--- src/rtl/rtc_bus_responder.sv ---
// RTC device stand-in on the multiplexed CS/RD/WR/AD bus: BCD time/date,
// a BCD countdown timer and a small addressed register file.
module rtc_bus_responder #(
   parameter int unsigned TICK_DIV = 100_000_000,
   parameter int unsigned SYNC_STG = 2
) (
   input  logic       clk_i,
   input  logic       reset_i,
   input  logic       cs_n_i,
   input  logic       ad_i,
   input  logic       rd_n_i,
   input  logic       wr_n_i,
   input  logic [7:0] bus_i,
   output logic [7:0] bus_o,
   output logic       bus_oe_o,
   output logic       timer_done_o,
   output logic [7:0] regseg,
   output logic [7:0] regmin,
   output logic [7:0] reghora,
   output logic [7:0] regdate,
   output logic [7:0] regmes,
   output logic [7:0] regano
);
   localparam int unsigned DW = 8;
   localparam int unsigned PW = $clog2(TICK_DIV);

   typedef logic [DW-1:0] byte_t;

   function automatic byte_t bcd_inc(input byte_t v);
      return (v[3:0] == 4'h9) ? {v[7:4] + 4'h1, 4'h0} : v + 8'h01;
   endfunction

   function automatic byte_t bcd_dec(input byte_t v);
      return (v[3:0] == 4'h0) ? {v[7:4] - 4'h1, 4'h9} : v - 8'h01;
   endfunction

   logic [SYNC_STG-1:0] cs_sync_q, cs_sync_d, rd_sync_q, rd_sync_d;
   logic [SYNC_STG-1:0] wr_sync_q, wr_sync_d, ad_sync_q, ad_sync_d;
   logic                wr_prev_q, wr_prev_d;
   logic [PW-1:0]       presc_q, presc_d;
   byte_t               addr_q, addr_d;
   byte_t               seg_q, seg_d, min_q, min_d, hora_q, hora_d;
   byte_t               date_q, date_d, mes_q, mes_d, ano_q, ano_d;
   byte_t               tseg_q, tseg_d, tmin_q, tmin_d, thora_q, thora_d;
   logic                done_q, done_d;
   logic                oe_q, oe_d;
   byte_t               bus_q, bus_d;

   logic                cs_s, rd_s, wr_s, ad_s;
   logic                tick_c, commit_c, sel_c, leap_c;
   logic [3:0]          ysum_c;
   byte_t               mlen_c, rdata_c;

   assign cs_s = cs_sync_q[SYNC_STG-1];
   assign rd_s = rd_sync_q[SYNC_STG-1];
   assign wr_s = wr_sync_q[SYNC_STG-1];
   assign ad_s = ad_sync_q[SYNC_STG-1];

   // Register read mux, unmapped addresses read as zero
   always_comb begin
      rdata_c = 8'h00;
      case (addr_q)
         8'h21:   rdata_c = seg_q;
         8'h22:   rdata_c = min_q;
         8'h23:   rdata_c = hora_q;
         8'h24:   rdata_c = date_q;
         8'h25:   rdata_c = mes_q;
         8'h26:   rdata_c = ano_q;
         8'h41:   rdata_c = tseg_q;
         8'h42:   rdata_c = tmin_q;
         8'h43:   rdata_c = thora_q;
         default: rdata_c = 8'h00;
      endcase
   end

   // Last day of the current month; tens*10 mod 4 is 2 for odd tens digits
   always_comb begin
      ysum_c = ano_q[3:0] + (ano_q[4] ? 4'd2 : 4'd0);
      leap_c = (ysum_c[1:0] == 2'b00);
      case (mes_q)
         8'h02:                      mlen_c = leap_c ? 8'h29 : 8'h28;
         8'h04, 8'h06, 8'h09, 8'h11: mlen_c = 8'h30;
         default:                    mlen_c = 8'h31;
      endcase
   end

   always_comb begin
      cs_sync_d = {cs_sync_q[SYNC_STG-2:0], cs_n_i};
      rd_sync_d = {rd_sync_q[SYNC_STG-2:0], rd_n_i};
      wr_sync_d = {wr_sync_q[SYNC_STG-2:0], wr_n_i};
      ad_sync_d = {ad_sync_q[SYNC_STG-2:0], ad_i};
      wr_prev_d = wr_s;
      addr_d    = addr_q;
      seg_d     = seg_q;
      min_d     = min_q;
      hora_d    = hora_q;
      date_d    = date_q;
      mes_d     = mes_q;
      ano_d     = ano_q;
      tseg_d    = tseg_q;
      tmin_d    = tmin_q;
      thora_d   = thora_q;
      done_d    = done_q;
      bus_d     = bus_q;

      tick_c   = (presc_q == PW'(TICK_DIV - 1));
      presc_d  = tick_c ? '0 : presc_q + PW'(1);
      commit_c = wr_s && !wr_prev_q && !cs_s;
      sel_c    = !cs_s && !rd_s && ad_s && wr_s;
      oe_d     = sel_c;

      // Read data latched on the first selected cycle and held while driven
      if (sel_c && !oe_q) bus_d = rdata_c;

      if (tick_c) begin
         seg_d = bcd_inc(seg_q);
         if (seg_q == 8'h59) begin
            seg_d = 8'h00;
            min_d = bcd_inc(min_q);
            if (min_q == 8'h59) begin
               min_d  = 8'h00;
               hora_d = bcd_inc(hora_q);
               if (hora_q == 8'h23) begin
                  hora_d = 8'h00;
                  date_d = bcd_inc(date_q);
                  if (date_q == mlen_c) begin
                     date_d = 8'h01;
                     mes_d  = bcd_inc(mes_q);
                     if (mes_q == 8'h12) begin
                        mes_d = 8'h01;
                        ano_d = (ano_q == 8'h99) ? 8'h00 : bcd_inc(ano_q);
                     end
                  end
               end
            end
         end

         if ({thora_q, tmin_q, tseg_q} != 24'h000000) begin
            tseg_d = bcd_dec(tseg_q);
            if (tseg_q == 8'h00) begin
               tseg_d = 8'h59;
               tmin_d = bcd_dec(tmin_q);
               if (tmin_q == 8'h00) begin
                  tmin_d  = 8'h59;
                  thora_d = bcd_dec(thora_q);
               end
            end
            if ({thora_q, tmin_q, tseg_q} == 24'h000001) done_d = 1'b1;
         end
      end

      // Bus write lands last so it overrides the tick for its own register
      if (commit_c) begin
         if (!ad_s) begin
            addr_d = bus_i;
         end else begin
            case (addr_q)
               8'h21:   seg_d   = bus_i;
               8'h22:   min_d   = bus_i;
               8'h23:   hora_d  = bus_i;
               8'h24:   date_d  = bus_i;
               8'h25:   mes_d   = bus_i;
               8'h26:   ano_d   = bus_i;
               8'h41:   tseg_d  = bus_i;
               8'h42:   tmin_d  = bus_i;
               8'h43:   thora_d = bus_i;
               8'hF1:   done_d  = 1'b0;
               default: ;
            endcase
         end
      end
   end

   always_ff @(posedge clk_i) begin
      if (reset_i) begin
         cs_sync_q <= '1;
         rd_sync_q <= '1;
         wr_sync_q <= '1;
         ad_sync_q <= '0;
         wr_prev_q <= 1'b1;
         presc_q   <= '0;
         addr_q    <= 8'h00;
         seg_q     <= 8'h00;
         min_q     <= 8'h00;
         hora_q    <= 8'h00;
         date_q    <= 8'h01;
         mes_q     <= 8'h01;
         ano_q     <= 8'h00;
         tseg_q    <= 8'h00;
         tmin_q    <= 8'h00;
         thora_q   <= 8'h00;
         done_q    <= 1'b0;
         oe_q      <= 1'b0;
         bus_q     <= 8'h00;
      end else begin
         cs_sync_q <= cs_sync_d;
         rd_sync_q <= rd_sync_d;
         wr_sync_q <= wr_sync_d;
         ad_sync_q <= ad_sync_d;
         wr_prev_q <= wr_prev_d;
         presc_q   <= presc_d;
         addr_q    <= addr_d;
         seg_q     <= seg_d;
         min_q     <= min_d;
         hora_q    <= hora_d;
         date_q    <= date_d;
         mes_q     <= mes_d;
         ano_q     <= ano_d;
         tseg_q    <= tseg_d;
         tmin_q    <= tmin_d;
         thora_q   <= thora_d;
         done_q    <= done_d;
         oe_q      <= oe_d;
         bus_q     <= bus_d;
      end
   end

   assign bus_o        = bus_q;
   assign bus_oe_o     = oe_q;
   assign timer_done_o = done_q;
   assign regseg       = seg_q;
   assign regmin       = min_q;
   assign reghora      = hora_q;
   assign regdate      = date_q;
   assign regmes       = mes_q;
   assign regano       = ano_q;

endmodule

--- config.mk ---
export PLATFORM = sky130hd
export DESIGN_NAME = rtc_bus_responder
export DESIGN_NICKNAME = d
export VERILOG_FILES = /design/src/rtl/rtc_bus_responder.sv
export SDC_FILE = /design/constraint.sdc
export NUM_CORES = 1
export LEC_CHECK = 0
export ABC_AREA = 1
export CAP_MARGIN = 30
export CORE_UTILIZATION = 64
export CTS_CLUSTER_DIAMETER = 150
export DETAILED_ROUTE_END_ITERATION = 8
export PLACE_DENSITY = 0.87
export SYNTH_ARGS = -nofsm -noshare
export SYNTH_HDL_FRONTEND = slang
export SYNTH_SLANG_ARGS = --single-unit
--- constraint.sdc ---
create_clock -name clk_i -period 4.43 [get_ports clk_i]
set_clock_uncertainty 0.2 [all_clocks]
set_input_delay 0.886 -clock clk_i [delete_from_list [all_inputs] [get_ports clk_i]]
set_output_delay 0.886 -clock clk_i [all_outputs]
set_load 0.005 [all_outputs]
==> Implementation_results.wiki <==
{| class="wikitable"
! Metric !! Value
|-
| Run status || completed
|-
| Pins Over Slew Limit || 0
|-
| Share of the synthesized area in the top cell type || 30.4%
|-
| Cell types with the highest counts after synthesis || 239 x nand2_1, 209 x inv_1, 126 x dfxtp_1
|-
| Number of enable-type register cells in the synthesized netlist || 0
|-
| Hold crit path type || reg -> reg
|-
| Total of endpoints with negative setup slack in the final report || 0
|-
| Pin count of the biggest net entering global routing || 41
|-
| Clock Tree Buf Depth || 2
|-
| Sequential area share after synthesis || 30.4%
|-
| Post-synthesis instance area || 8300 µm²
|-
| Number of buffers added to fix hold violations after cts || 0
|-
| Count of buffers added by post-CTS timing repair for setup || 0
|-
| Clock latency reported for the late side of the worst-skew pair || 0.43 ns
|-
| Clk sinks || 126
|-
| Top flip-flop cell by instance count after synthesis || dfxtp_1
|-
| Endpoint of the worst register-to-register path || regdate[4]
|-
| Placer Congestion || 1.03
|-
| Power Total || 2.70 mW
|-
| CP startpoint || presc_q[0]
|-
| Worst-path cell chain || ha_1 > nand2_1 > nor2_1 > nand3b_1 > nor2_1 > nand2_2 > nor2_1 > o21ai_0 > a21oi_1 > nand2_1 > nand3_1 > nand2_1 > inv_1
|-
| Highest fanout seen on the critical path || 13
|-
| Highest metal layer with signal wires || met4
|-
| Standby leakage power || 3.98 nW
|-
| Req. time, crit path || 4.61 ns
|-
| Flop-to-flop setup slack || 1.36 ns
|-
| Most repeated cell in the gate-level netlist after synthesis || nand2_1
|-
| Synth area leaders || dfxtp_1 30%, nand2_1 11%, inv_1 9.4%, nand3_1 6.5%, a21oi_1 6.0%
|-
| Cell area after placement || 9110 µm²
|-
| Global-route usage over all layers || 41.8%
|-
| Slowest CP cell || nor2_1
|-
| DP HPWL || 19.6 mm
|-
| Relative max-transition margin || 41.5%
|-
| Largest area contributor in the netlist || dfxtp_1
|-
| NumNets Final || 1399
|-
| Setup TNS Final || 0 ns
|-
| CP bufs+invs || 1
|-
| Floorplan die area || 13400 µm²
|-
| Initial DRT Pass Iterations || 7
|-
| Endpoint kind of the worst setup timing path || flip-flop
|-
| IO Count || 72
|-
| Cts repair resizes || 0
|-
| P&R area growth vs syn || 17.2%
|-
| Final non-filler cell area || 9730 µm²
|-
| Post-synthesis area per instance || 6.42 µm²
|-
| Count of vias placed by the detailed router || 9374
|-
| DIE WIDTH || 116 µm
|-
| Family with the most delay on the worst path || simple AND/OR/NAND/NOR gates
|-
| Total clock buffers created by CTS || 17
|-
| Max VDD drop || 284 µV
|-
| Starting utilization of the core area || 65.8%
|-
| Met2 wire length || 12.3 mm
|-
| Count of cells along the worst register-to-register path || 13
|-
| Core outline area || 12600 µm²
|-
| Crit Path Category || reg -> reg
|-
| Number of distinct library cells after synthesis || 45
|-
| Overflow left after global routing || 0
|-
| Async set-or-reset flop fraction in the synthesized netlist || 0%
|-
| Final Critical Period || 3.07 ns
|-
| Amount of wire on met3 after detailed routing || 2.90 mm
|-
| Number of storage elements in the synthesis netlist || 126
|-
| Final Hold Vio Count || 0
|-
| Root Buffer Master || clkbuf_16
|-
| Post-synth net total || 1334
|-
| Period Utilization, post-route || 69.3%
|-
| Drt wl/cell || 17.6 µm
|-
| Total number of cells along the worst setup path || 13
|-
| Wire length of the first global-routing pass || 42.8 mm
|-
| Routed vias/inst || 6.08
|-
| Delay of the slowest critical-path stage || 0.65 ns
|-
| Placement row count || 41
|-
| Launch instance of the worst register-to-register path || presc_q[0]
|-
| Die boundary height || 116 µm
|-
| Number of antenna cells inserted || 0
|-
| Worst setup SP type || flip-flop
|-
| Detailed Route WL || 27.2 mm
|-
| Fillcell total || 1009
|-
| Worst slew pin tran || 0.874 ns
|-
| Share of layout cells above drive strength 1 || 8.17%
|-
| Yosys Warn Count || 0
|-
| Maximum capacitance violations || 0
|-
| Routed length on met1 || 10.4 mm
|-
| Initial DRC Count || 1007
|-
| CTS tree || built
|-
| Arrival time of data at the critical path endpoint || 3.25 ns
|-
| Vias in the first global route || 8505
|-
| DR DRC count || 0
|-
| Areal power density over the cells || 278 nW/µm²
|-
| Setup repair after global routing missed its margin || false
|-
| Clock transition at the register clock pins on the worst setup and hold paths after CTS || 0.06 ns
|-
| Top achievable clock speed || 326 MHz
|-
| Antenna Violating Nets Remaining || 0
|-
| Number of antenna violations at the first check in global routing || 0
|-
| Timing endpoint of the critical path || regdate[4]
|-
| Post-Syn Instances || 1293
|-
| Max H-tree Level || 4
|-
| Port Buffer Count || 71
|}
## routing by layer
layer	vias up	GRT usage [%]
met2	583	65.8
met5	-	0
met3	134	10.8
met4	0	27.5
met1	4269	50.4
li1	4388	-
## worst min-delay path by stage
stage                    to  cells past startpoint          from  slack (ns)
6_report       ad_sync_q[1]                      2  ad_sync_q[0]        0.22
3_5_place_dp   wr_sync_q[1]                      1  wr_sync_q[0]        0.19
5_1_grt        rd_sync_q[1]                      1  rd_sync_q[0]        0.22
4_1_cts        cs_sync_q[1]                      1  cs_sync_q[0]        0.22
2_1_floorplan  ad_sync_q[1]                      2  ad_sync_q[0]        0.19
3_3_place_gp   rd_sync_q[1]                      1  rd_sync_q[0]        0.19
## power by group
group          internal [mW]  switching (mW)  leakage [nW]
Sequential              1.14         0.00335          1.02
Clock                  0.908           0.573         0.290
Combinational         0.0217          0.0556          2.67
Total                   2.07           0.631          3.98
## cell usage in the layout (no fill, tap or decap), drive strengths merged, types with 3 or more instances in the layout
cell type and count:
clkdlybuf4s50 71, or2 13, clkinvlp 4, dfxtp 126, nand4 28, xnor2 3, inv 231, o31ai 6
bufinv 3, a211oi 7, nand3 113, ha 27, o22ai 24, o21ai 99, nand3b 5, nor2 150
nor3 28, clkbuf 18, o221ai 9, xor2 11, o211ai 20, nor3b 5, nand2 249, a21oi 100
clkinv 7, buf 3
## sequential cells by signal, indices dropped and copies added (netlist names), 8 cells and up
signal	cells
addr_q	8
bus_o	8
presc_q	27
regano	8
regdate	8
reghora	8
regmes	8
regmin	8
regseg	8
thora_q	8
tmin_q	8
tseg_q	8
## final cells by class
type	instances	area (µm²)	area share, %
multi-input combinational	908	4770	49.0
timing repair buffer	74	733	7.54
clock inverter	14	181	1.86
sequential	126	2520	25.9
tap	172	215	2.21
clock buffer	18	439	4.51
inverter	231	867	8.91
## through the flow
step	utilization (%)	instances	setup WS, ns	hold slack (ns)
final	77.1	1543	1.36	0.216
after global routing	77.1	1543	1.19	0.224
after CTS	77.1	1543	1.45	0.220
after detailed placement	72.2	1511	1.56	0.194
after global placement	72.2	1511	1.59	0.192
after floorplan	-	1293	2.34	0.188
## worst register-to-register path, delay by kind of cell (launching register included)
kind	cells	cell delay, ns
and+or+nand+nor	9	1.79
AOI/OAI and AO/OA	2	0.39
DFF	1	0.37
adders and majority gates	1	0.22
buffers and inverters	1	0.04
## kinds of logic (layout without fill, tap and decap cells)
| logic type | count (synthesis) | after routing | share of synthesized area (%) |
|---|---|---|---|
| fa+ha+maj | 27 | 27 | 4.07 |
| xor+xnor | 14 | 14 | 1.48 |
| compound gates | 272 | 272 | 18.4 |
| flops | 126 | 126 | 30.4 |
| buf+inv | 259 | 337 | 12.2 |
| simple gates | 595 | 595 | 33.5 |
No activity file was read; power rests on OpenSTA's default activity.
